### config.mk
export PLATFORM = sky130hd
export DESIGN_NAME = raster_scan_ctrl_flat
export DESIGN_NICKNAME = d
export VERILOG_FILES = /design/src/rtl/raster_scan_ctrl_if.sv /design/src/rtl/raster_scan_ctrl.sv /design/src/flat_wrapper.sv
export SDC_FILE = /design/constraint.sdc
export NUM_CORES = 1
export LEC_CHECK = 0
export ABC_AREA = 0
export CAP_MARGIN = 40
export CORE_MARGIN = 2
export CORE_UTILIZATION = 40
export DETAILED_ROUTE_END_ITERATION = 6
export PLACE_DENSITY = 0.7
export SLEW_MARGIN = 20
export SYNTH_ARGS = -nofsm -noshare
export SYNTH_HDL_FRONTEND = slang
export SYNTH_SLANG_ARGS = --single-unit
### constraint.sdc
create_clock -name clk -period 11.9 [get_ports clk]
set_input_delay 2.38 -clock clk [delete_from_list [all_inputs] [get_ports clk]]
set_output_delay 2.38 -clock clk [all_outputs]
set_load 0.03 [all_outputs]
### src/rtl/raster_scan_ctrl_if.sv
// Bus bundle for raster_scan_ctrl: triangle intake, inside-test link, fragment output and status.
// The controller uses the slave modport; the setup FIFO, inside-test unit and shader side form the master.
interface raster_scan_ctrl_if #(
  parameter int CW = 7
);
  logic               tri_valid;
  logic               tri_ready;
  logic signed [15:0] v0x, v0y, v1x, v1y, v2x, v2y;
  logic signed [15:0] ev_v0x, ev_v0y, ev_v1x, ev_v1y, ev_v2x, ev_v2y;
  logic signed [15:0] ev_px, ev_py;
  logic               ev_inside;
  logic               frag_valid;
  logic               frag_ready;
  logic [CW-1:0]      frag_x, frag_y;
  logic               busy;
  logic               tri_done;
  logic [15:0]        frag_count;

  modport slave (
    input  tri_valid, v0x, v0y, v1x, v1y, v2x, v2y, ev_inside, frag_ready,
    output tri_ready, ev_v0x, ev_v0y, ev_v1x, ev_v1y, ev_v2x, ev_v2y,
           ev_px, ev_py, frag_valid, frag_x, frag_y, busy, tri_done, frag_count
  );

  modport master (
    output tri_valid, v0x, v0y, v1x, v1y, v2x, v2y, ev_inside, frag_ready,
    input  tri_ready, ev_v0x, ev_v0y, ev_v1x, ev_v1y, ev_v2x, ev_v2y,
           ev_px, ev_py, frag_valid, frag_x, frag_y, busy, tri_done, frag_count
  );
endinterface

### src/rtl/raster_scan_ctrl.sv
// Rasterizer front-end: latches one triangle, computes its screen-clipped bounding box and
// walks it row-major one sample per cycle, emitting covered pixels as fragments with backpressure.
module raster_scan_ctrl #(
  parameter int FRAC_BITS = 8,
  parameter int SCREEN_W  = 128,
  parameter int SCREEN_H  = 96,
  parameter int CW        = 7
) (
  input  logic              clk,
  input  logic              rst_n,
  raster_scan_ctrl_if.slave bus
);

  typedef enum logic [1:0] {S_IDLE, S_SETUP, S_SCAN, S_DONE} state_t;

  localparam logic signed [15:0] X_LIM = 16'(SCREEN_W - 1);
  localparam logic signed [15:0] Y_LIM = 16'(SCREEN_H - 1);

  state_t             r_state, w_next;
  logic signed [15:0] r_v0x, r_v0y, r_v1x, r_v1y, r_v2x, r_v2y;
  logic [CW-1:0]      r_x, r_y, r_xmin, r_xmax, r_ymin, r_ymax;
  logic [15:0]        r_frag_count;

  logic               w_latch, w_load, w_step_x, w_step_y, w_accept;
  logic               w_tri_ready, w_frag_valid, w_tri_done, w_empty;
  logic signed [15:0] w_xlo, w_xhi, w_ylo, w_yhi;

  function automatic logic signed [15:0] min3(input logic signed [15:0] a, b, c);
    logic signed [15:0] m;
    m = (a < b) ? a : b;
    return (c < m) ? c : m;
  endfunction

  function automatic logic signed [15:0] max3(input logic signed [15:0] a, b, c);
    logic signed [15:0] m;
    m = (a > b) ? a : b;
    return (c > m) ? c : m;
  endfunction

  function automatic logic [CW-1:0] clampc(input logic signed [15:0] v, input logic signed [15:0] lim);
    logic [CW-1:0] res;
    if (v < 16'sd0)     res = '0;
    else if (v > lim)   res = lim[CW-1:0];
    else                res = v[CW-1:0];
    return res;
  endfunction

  // Arithmetic shift floors toward -inf, so negative fractional vertices land on the correct pixel
  assign w_xlo = min3(r_v0x, r_v1x, r_v2x) >>> FRAC_BITS;
  assign w_xhi = max3(r_v0x, r_v1x, r_v2x) >>> FRAC_BITS;
  assign w_ylo = min3(r_v0y, r_v1y, r_v2y) >>> FRAC_BITS;
  assign w_yhi = max3(r_v0y, r_v1y, r_v2y) >>> FRAC_BITS;

  assign w_empty = (w_xhi < 16'sd0) || (w_xlo > X_LIM) || (w_yhi < 16'sd0) || (w_ylo > Y_LIM);

  always_ff @(posedge clk or negedge rst_n) begin
    if (!rst_n) r_state <= S_IDLE;
    else        r_state <= w_next;
  end

  always_comb begin
    w_next       = r_state;
    w_latch      = 1'b0;
    w_load       = 1'b0;
    w_step_x     = 1'b0;
    w_step_y     = 1'b0;
    w_accept     = 1'b0;
    w_tri_ready  = 1'b0;
    w_frag_valid = 1'b0;
    w_tri_done   = 1'b0;
    case (r_state)
      S_IDLE: begin
        w_tri_ready = 1'b1;
        if (bus.tri_valid) begin
          w_latch = 1'b1;
          w_next  = S_SETUP;
        end
      end
      S_SETUP: begin
        if (w_empty) begin
          w_next = S_DONE;
        end else begin
          w_load = 1'b1;
          w_next = S_SCAN;
        end
      end
      S_SCAN: begin
        w_frag_valid = bus.ev_inside;
        w_accept     = bus.ev_inside & bus.frag_ready;
        // A covered sample only moves on once the fragment is taken; uncovered samples never stall
        if (!bus.ev_inside || bus.frag_ready) begin
          if (r_x < r_xmax)      w_step_x = 1'b1;
          else if (r_y < r_ymax) w_step_y = 1'b1;
          else                   w_next   = S_DONE;
        end
      end
      S_DONE: begin
        w_tri_done = 1'b1;
        w_next     = S_IDLE;
      end
      default: w_next = S_IDLE;
    endcase
  end

  always_ff @(posedge clk or negedge rst_n) begin
    if (!rst_n) begin
      r_v0x        <= '0;
      r_v0y        <= '0;
      r_v1x        <= '0;
      r_v1y        <= '0;
      r_v2x        <= '0;
      r_v2y        <= '0;
      r_x          <= '0;
      r_y          <= '0;
      r_xmin       <= '0;
      r_xmax       <= '0;
      r_ymin       <= '0;
      r_ymax       <= '0;
      r_frag_count <= '0;
    end else begin
      if (w_latch) begin
        r_v0x        <= bus.v0x;
        r_v0y        <= bus.v0y;
        r_v1x        <= bus.v1x;
        r_v1y        <= bus.v1y;
        r_v2x        <= bus.v2x;
        r_v2y        <= bus.v2y;
        r_frag_count <= '0;
      end
      if (w_load) begin
        r_xmin <= clampc(w_xlo, X_LIM);
        r_xmax <= clampc(w_xhi, X_LIM);
        r_ymin <= clampc(w_ylo, Y_LIM);
        r_ymax <= clampc(w_yhi, Y_LIM);
        r_x    <= clampc(w_xlo, X_LIM);
        r_y    <= clampc(w_ylo, Y_LIM);
      end
      if (w_step_x) r_x <= r_x + 1'b1;
      if (w_step_y) begin
        r_x <= r_xmin;
        r_y <= r_y + 1'b1;
      end
      if (w_accept && (r_frag_count != 16'hFFFF)) r_frag_count <= r_frag_count + 16'd1;
    end
  end

  assign bus.tri_ready  = w_tri_ready;
  assign bus.busy       = (r_state != S_IDLE);
  assign bus.tri_done   = w_tri_done;
  assign bus.frag_valid = w_frag_valid;
  assign bus.frag_x     = r_x;
  assign bus.frag_y     = r_y;
  assign bus.frag_count = r_frag_count;
  assign bus.ev_v0x     = r_v0x;
  assign bus.ev_v0y     = r_v0y;
  assign bus.ev_v1x     = r_v1x;
  assign bus.ev_v1y     = r_v1y;
  assign bus.ev_v2x     = r_v2x;
  assign bus.ev_v2y     = r_v2y;
  assign bus.ev_px      = $signed({{(16-CW-FRAC_BITS){1'b0}}, r_x, {FRAC_BITS{1'b0}}});
  assign bus.ev_py      = $signed({{(16-CW-FRAC_BITS){1'b0}}, r_y, {FRAC_BITS{1'b0}}});

endmodule

### src/flat_wrapper.sv
// flat-port wrapper written by rule: the top's interface ports become plain ports
module raster_scan_ctrl_flat 
#(
  parameter int FRAC_BITS = 8,
  parameter int SCREEN_W  = 128,
  parameter int SCREEN_H  = 96,
  parameter int CW        = 7
)
  (clk, rst_n, bus_tri_valid, bus_v0x, bus_v0y, bus_v1x, bus_v1y, bus_v2x, bus_v2y, bus_ev_inside, bus_frag_ready, bus_tri_ready, bus_ev_v0x, bus_ev_v0y, bus_ev_v1x, bus_ev_v1y, bus_ev_v2x, bus_ev_v2y, bus_ev_px, bus_ev_py, bus_frag_valid, bus_frag_x, bus_frag_y, bus_busy, bus_tri_done, bus_frag_count);
  raster_scan_ctrl_if #(.CW(CW)) bus_i ();
  input  logic clk;
  input  logic rst_n;
  input wire logic [$bits(bus_i.tri_valid)-1:0] bus_tri_valid;
  input wire logic [$bits(bus_i.v0x)-1:0] bus_v0x;
  input wire logic [$bits(bus_i.v0y)-1:0] bus_v0y;
  input wire logic [$bits(bus_i.v1x)-1:0] bus_v1x;
  input wire logic [$bits(bus_i.v1y)-1:0] bus_v1y;
  input wire logic [$bits(bus_i.v2x)-1:0] bus_v2x;
  input wire logic [$bits(bus_i.v2y)-1:0] bus_v2y;
  input wire logic [$bits(bus_i.ev_inside)-1:0] bus_ev_inside;
  input wire logic [$bits(bus_i.frag_ready)-1:0] bus_frag_ready;
  output wire logic [$bits(bus_i.tri_ready)-1:0] bus_tri_ready;
  output wire logic [$bits(bus_i.ev_v0x)-1:0] bus_ev_v0x;
  output wire logic [$bits(bus_i.ev_v0y)-1:0] bus_ev_v0y;
  output wire logic [$bits(bus_i.ev_v1x)-1:0] bus_ev_v1x;
  output wire logic [$bits(bus_i.ev_v1y)-1:0] bus_ev_v1y;
  output wire logic [$bits(bus_i.ev_v2x)-1:0] bus_ev_v2x;
  output wire logic [$bits(bus_i.ev_v2y)-1:0] bus_ev_v2y;
  output wire logic [$bits(bus_i.ev_px)-1:0] bus_ev_px;
  output wire logic [$bits(bus_i.ev_py)-1:0] bus_ev_py;
  output wire logic [$bits(bus_i.frag_valid)-1:0] bus_frag_valid;
  output wire logic [$bits(bus_i.frag_x)-1:0] bus_frag_x;
  output wire logic [$bits(bus_i.frag_y)-1:0] bus_frag_y;
  output wire logic [$bits(bus_i.busy)-1:0] bus_busy;
  output wire logic [$bits(bus_i.tri_done)-1:0] bus_tri_done;
  output wire logic [$bits(bus_i.frag_count)-1:0] bus_frag_count;
  assign bus_i.tri_valid = bus_tri_valid;
  assign bus_i.v0x = bus_v0x;
  assign bus_i.v0y = bus_v0y;
  assign bus_i.v1x = bus_v1x;
  assign bus_i.v1y = bus_v1y;
  assign bus_i.v2x = bus_v2x;
  assign bus_i.v2y = bus_v2y;
  assign bus_i.ev_inside = bus_ev_inside;
  assign bus_i.frag_ready = bus_frag_ready;
  assign bus_tri_ready = bus_i.tri_ready;
  assign bus_ev_v0x = bus_i.ev_v0x;
  assign bus_ev_v0y = bus_i.ev_v0y;
  assign bus_ev_v1x = bus_i.ev_v1x;
  assign bus_ev_v1y = bus_i.ev_v1y;
  assign bus_ev_v2x = bus_i.ev_v2x;
  assign bus_ev_v2y = bus_i.ev_v2y;
  assign bus_ev_px = bus_i.ev_px;
  assign bus_ev_py = bus_i.ev_py;
  assign bus_frag_valid = bus_i.frag_valid;
  assign bus_frag_x = bus_i.frag_x;
  assign bus_frag_y = bus_i.frag_y;
  assign bus_busy = bus_i.busy;
  assign bus_tri_done = bus_i.tri_done;
  assign bus_frag_count = bus_i.frag_count;
  raster_scan_ctrl #(.FRAC_BITS(FRAC_BITS), .SCREEN_W(SCREEN_W), .SCREEN_H(SCREEN_H), .CW(CW)) u_core (.clk(clk), .rst_n(rst_n), .bus(bus_i));
endmodule
==> reports/qor.yml <==
status:
  status: "complete, no violations"
final_layout:
  nets: 1479
  mostFrequentLayoutCell: "clkdlybuf4s50_1"
  antennaDiodeCount: 0
  layout_common_cells: "243 x clkdlybuf4s50_1, 149 x dfrtp_1, 113 x ha_1"
  drive_gt1_frac: 0.132
  design_area_um2: 13800
  area_growth_pct: 31.2
sta:
  period_share: 0.551
  layout_min_cycle_time_ns: 6.56
  fin_ws_ns: 5.34
  skew_ns: 0.0172
  hold_violations: 0
  worst_pin_slew_ns: 0.889
  hold_ws_ns: 0.487
  setup_violations: 0
  fin_setup_tns_ns: 0
  slew_headroom: 0.404
  fmax_mhz: 153
  rsz0062_at_grt: "false"
  slew_viol_final: 0
routing:
  drt-total-wl_um: 30100
  dr.pass1.iters: 7
  vias: 9003
  drtIter0Drc: 603
  viasPerCell: 5.58
  drc: 0
  drtAntennaViolNets: 0
  post_drt_wl_per_cell_um: 18.7
floorplan:
  die_x_um: 166
  rows: 59
  coreArea_um2: 25900
  die-area_um2: 27600
  initial_core_util: 0.405
  io-pin-count: 263
  die_h_um: 166
clocking:
  numCtsBuffers: 17
  clk_latency_ns: 0.43
  h-tree-depth: 4
  postCtsResizedCells: 0
  cts_root_buf: "clkbuf_16"
  cts_setup_buffers: 0
  holdBufCountCts: 0
  clkTransAtPathRegs_ns: 0.06
  clk_path_buf_depth: 2
  cts_tree: "yes"
  clock_sinks: 149
worst_setup_path:
  cp.arrival_ns: 6.86
  worst-setup-path-type: "reg2reg"
  cp.required_ns: 12.20
  startpoint_type: "flop"
  path_max_fanout: 23
  end_kind: "flop"
synthesis:
  ys.flop_type: "dfrtp_1"
  ys_ff_latch: 149
  yosysWarningCount: 0
  synthCells: 1040
  ys_async_sr_fraction: 1.00
  syn_area_um2: 10500
  ys_types: 69
  yosysTopAreaCell: "dfrtp_1"
  synth-edff-count: 0
  synth_area_leaders: "dfrtp_1 36%, ha_1 13%, mux2_2 11%"
  avgSynthCellArea_um2: 10.1
  synth_top_area_frac: 0.355
  seq_area_frac_synth: 0.355
place:
  portBuffers: 244
  gp_congestion: 0.898
  place_area_um2: 13100
  dp_hpwl_um: 22700
  dp_slack_ns: 5.52
global_route:
  track_usage: 0.216
  grt_max_degree: 79
  gr-total-overflow: 0
  grt_first_pass_wirelength_um: 48400
  antenna_found_initial: 0
  grt_pass1_vias: 8913
min_path:
  hold_path.class: "reg2reg"
run:
  max_cap_viol_count: 0
==> cells in the mapped netlist (all sizes together) (11+ instances only) <==
cell	n
nor3	12
o21ai	69
clkbuf	11
ha	113
a211oi	13
nand4	25
a21oi	53
inv	60
nor2b	11
nand2b	12
nor2	62
mux2	112
nand3	22
mux2i	67
buf	56
nand2	51
a21o	25
dfrtp	149
and3	19
o211ai	14
==> final timing paths <==
kind,end,slack (ns),start,depth (start not counted)
min in group asynchronous,u_core.bus.ev_v1y[8]$_DFFE_PN0P_,1.98,rst_n,1
max in group asynchronous,u_core.bus.ev_v1x[4]$_DFFE_PN0P_,8.68,rst_n,3
setup / recovery,u_core.r_xmin[0]$_DFFE_PN0P_,5.34,u_core.bus.ev_v1y[15]$_DFFE_PN0P_,21
hold / removal,u_core.r_xmax[4]$_DFFE_PN0P_,0.49,u_core.r_xmax[4]$_DFFE_PN0P_,1
hold reg to reg,u_core.r_xmax[4]$_DFFE_PN0P_,0.49,u_core.r_xmax[4]$_DFFE_PN0P_,1
setup reg to reg,u_core.r_xmin[0]$_DFFE_PN0P_,5.34,u_core.bus.ev_v1y[15]$_DFFE_PN0P_,21
==> metrics by stage <==
step,std cells,utilization
after floorplan,1057,-
after global placement,1576,0.505
after detailed placement,1580,0.507
after CTS,1611,0.532
after global routing,1612,0.532
final,1612,0.532
==> metal layers <==
metal,vias up,routed length (um),GRT usage
li1,4234,-,-
met1,4437,13600,0.288
met2,300,14300,0.356
met3,32,1660,0.0443
met4,0,510,0.0597
met5,-,0,0
==> cells by family after synthesis <==
kind of cell | share of synthesized area
AND/OR/NAND/NOR | 0.112
AO/OA/AOI/OAI | 0.147
multiplexers | 0.186
flip-flops | 0.355
buffers and inverters | 0.0604
adder cells (fa/ha/maj) | 0.135
XOR/XNOR | 0.00501
other | 0.000357
==> sequential cells by signal (all words and copies together), names as in the netlist, 16 cells and up <==
name	flops
u_core.bus.ev_v0x	16
u_core.bus.ev_v0y	16
u_core.bus.ev_v1x	16
u_core.bus.ev_v1y	16
u_core.bus.ev_v2x	16
u_core.bus.ev_v2y	16
u_core.bus.frag_count	16
==> critical path, cell delays in order (launching register included) <==
cell and delay (ns):
dfrtp_1 0.42, inv_1 0.07, ha_1 0.38, nand4_1 0.20
nor4_1 0.48, a21bo_2 0.33, and4_4 0.21, nor2_2 0.24
buf_4 0.32, mux2i_1 0.38, ha_1 0.35, nand4_1 0.13
nor3_1 0.28, a21o_1 0.25, nand2_1 0.09, o32ai_2 0.31
a21o_1 0.20, mux2i_1 0.27, nand2_1 0.29, nor2_2 0.47
buf_4 0.37, mux2_1 0.36
==> layout make-up <==
cell class | instances | area [um2]
clock buffers | 18 | 439
repair buffers | 256 | 2560
well taps | 335 | 419
clock inverters | 13 | 194
multi-input cells | 781 | 6210
inverters | 60 | 225
fillers | 2278 | 12100
flip-flops and latches | 149 | 3730
Power is left out: the tool's default activity adds up to more than one toggle a clock period on the data nets, which glitch-free logic cannot reach.
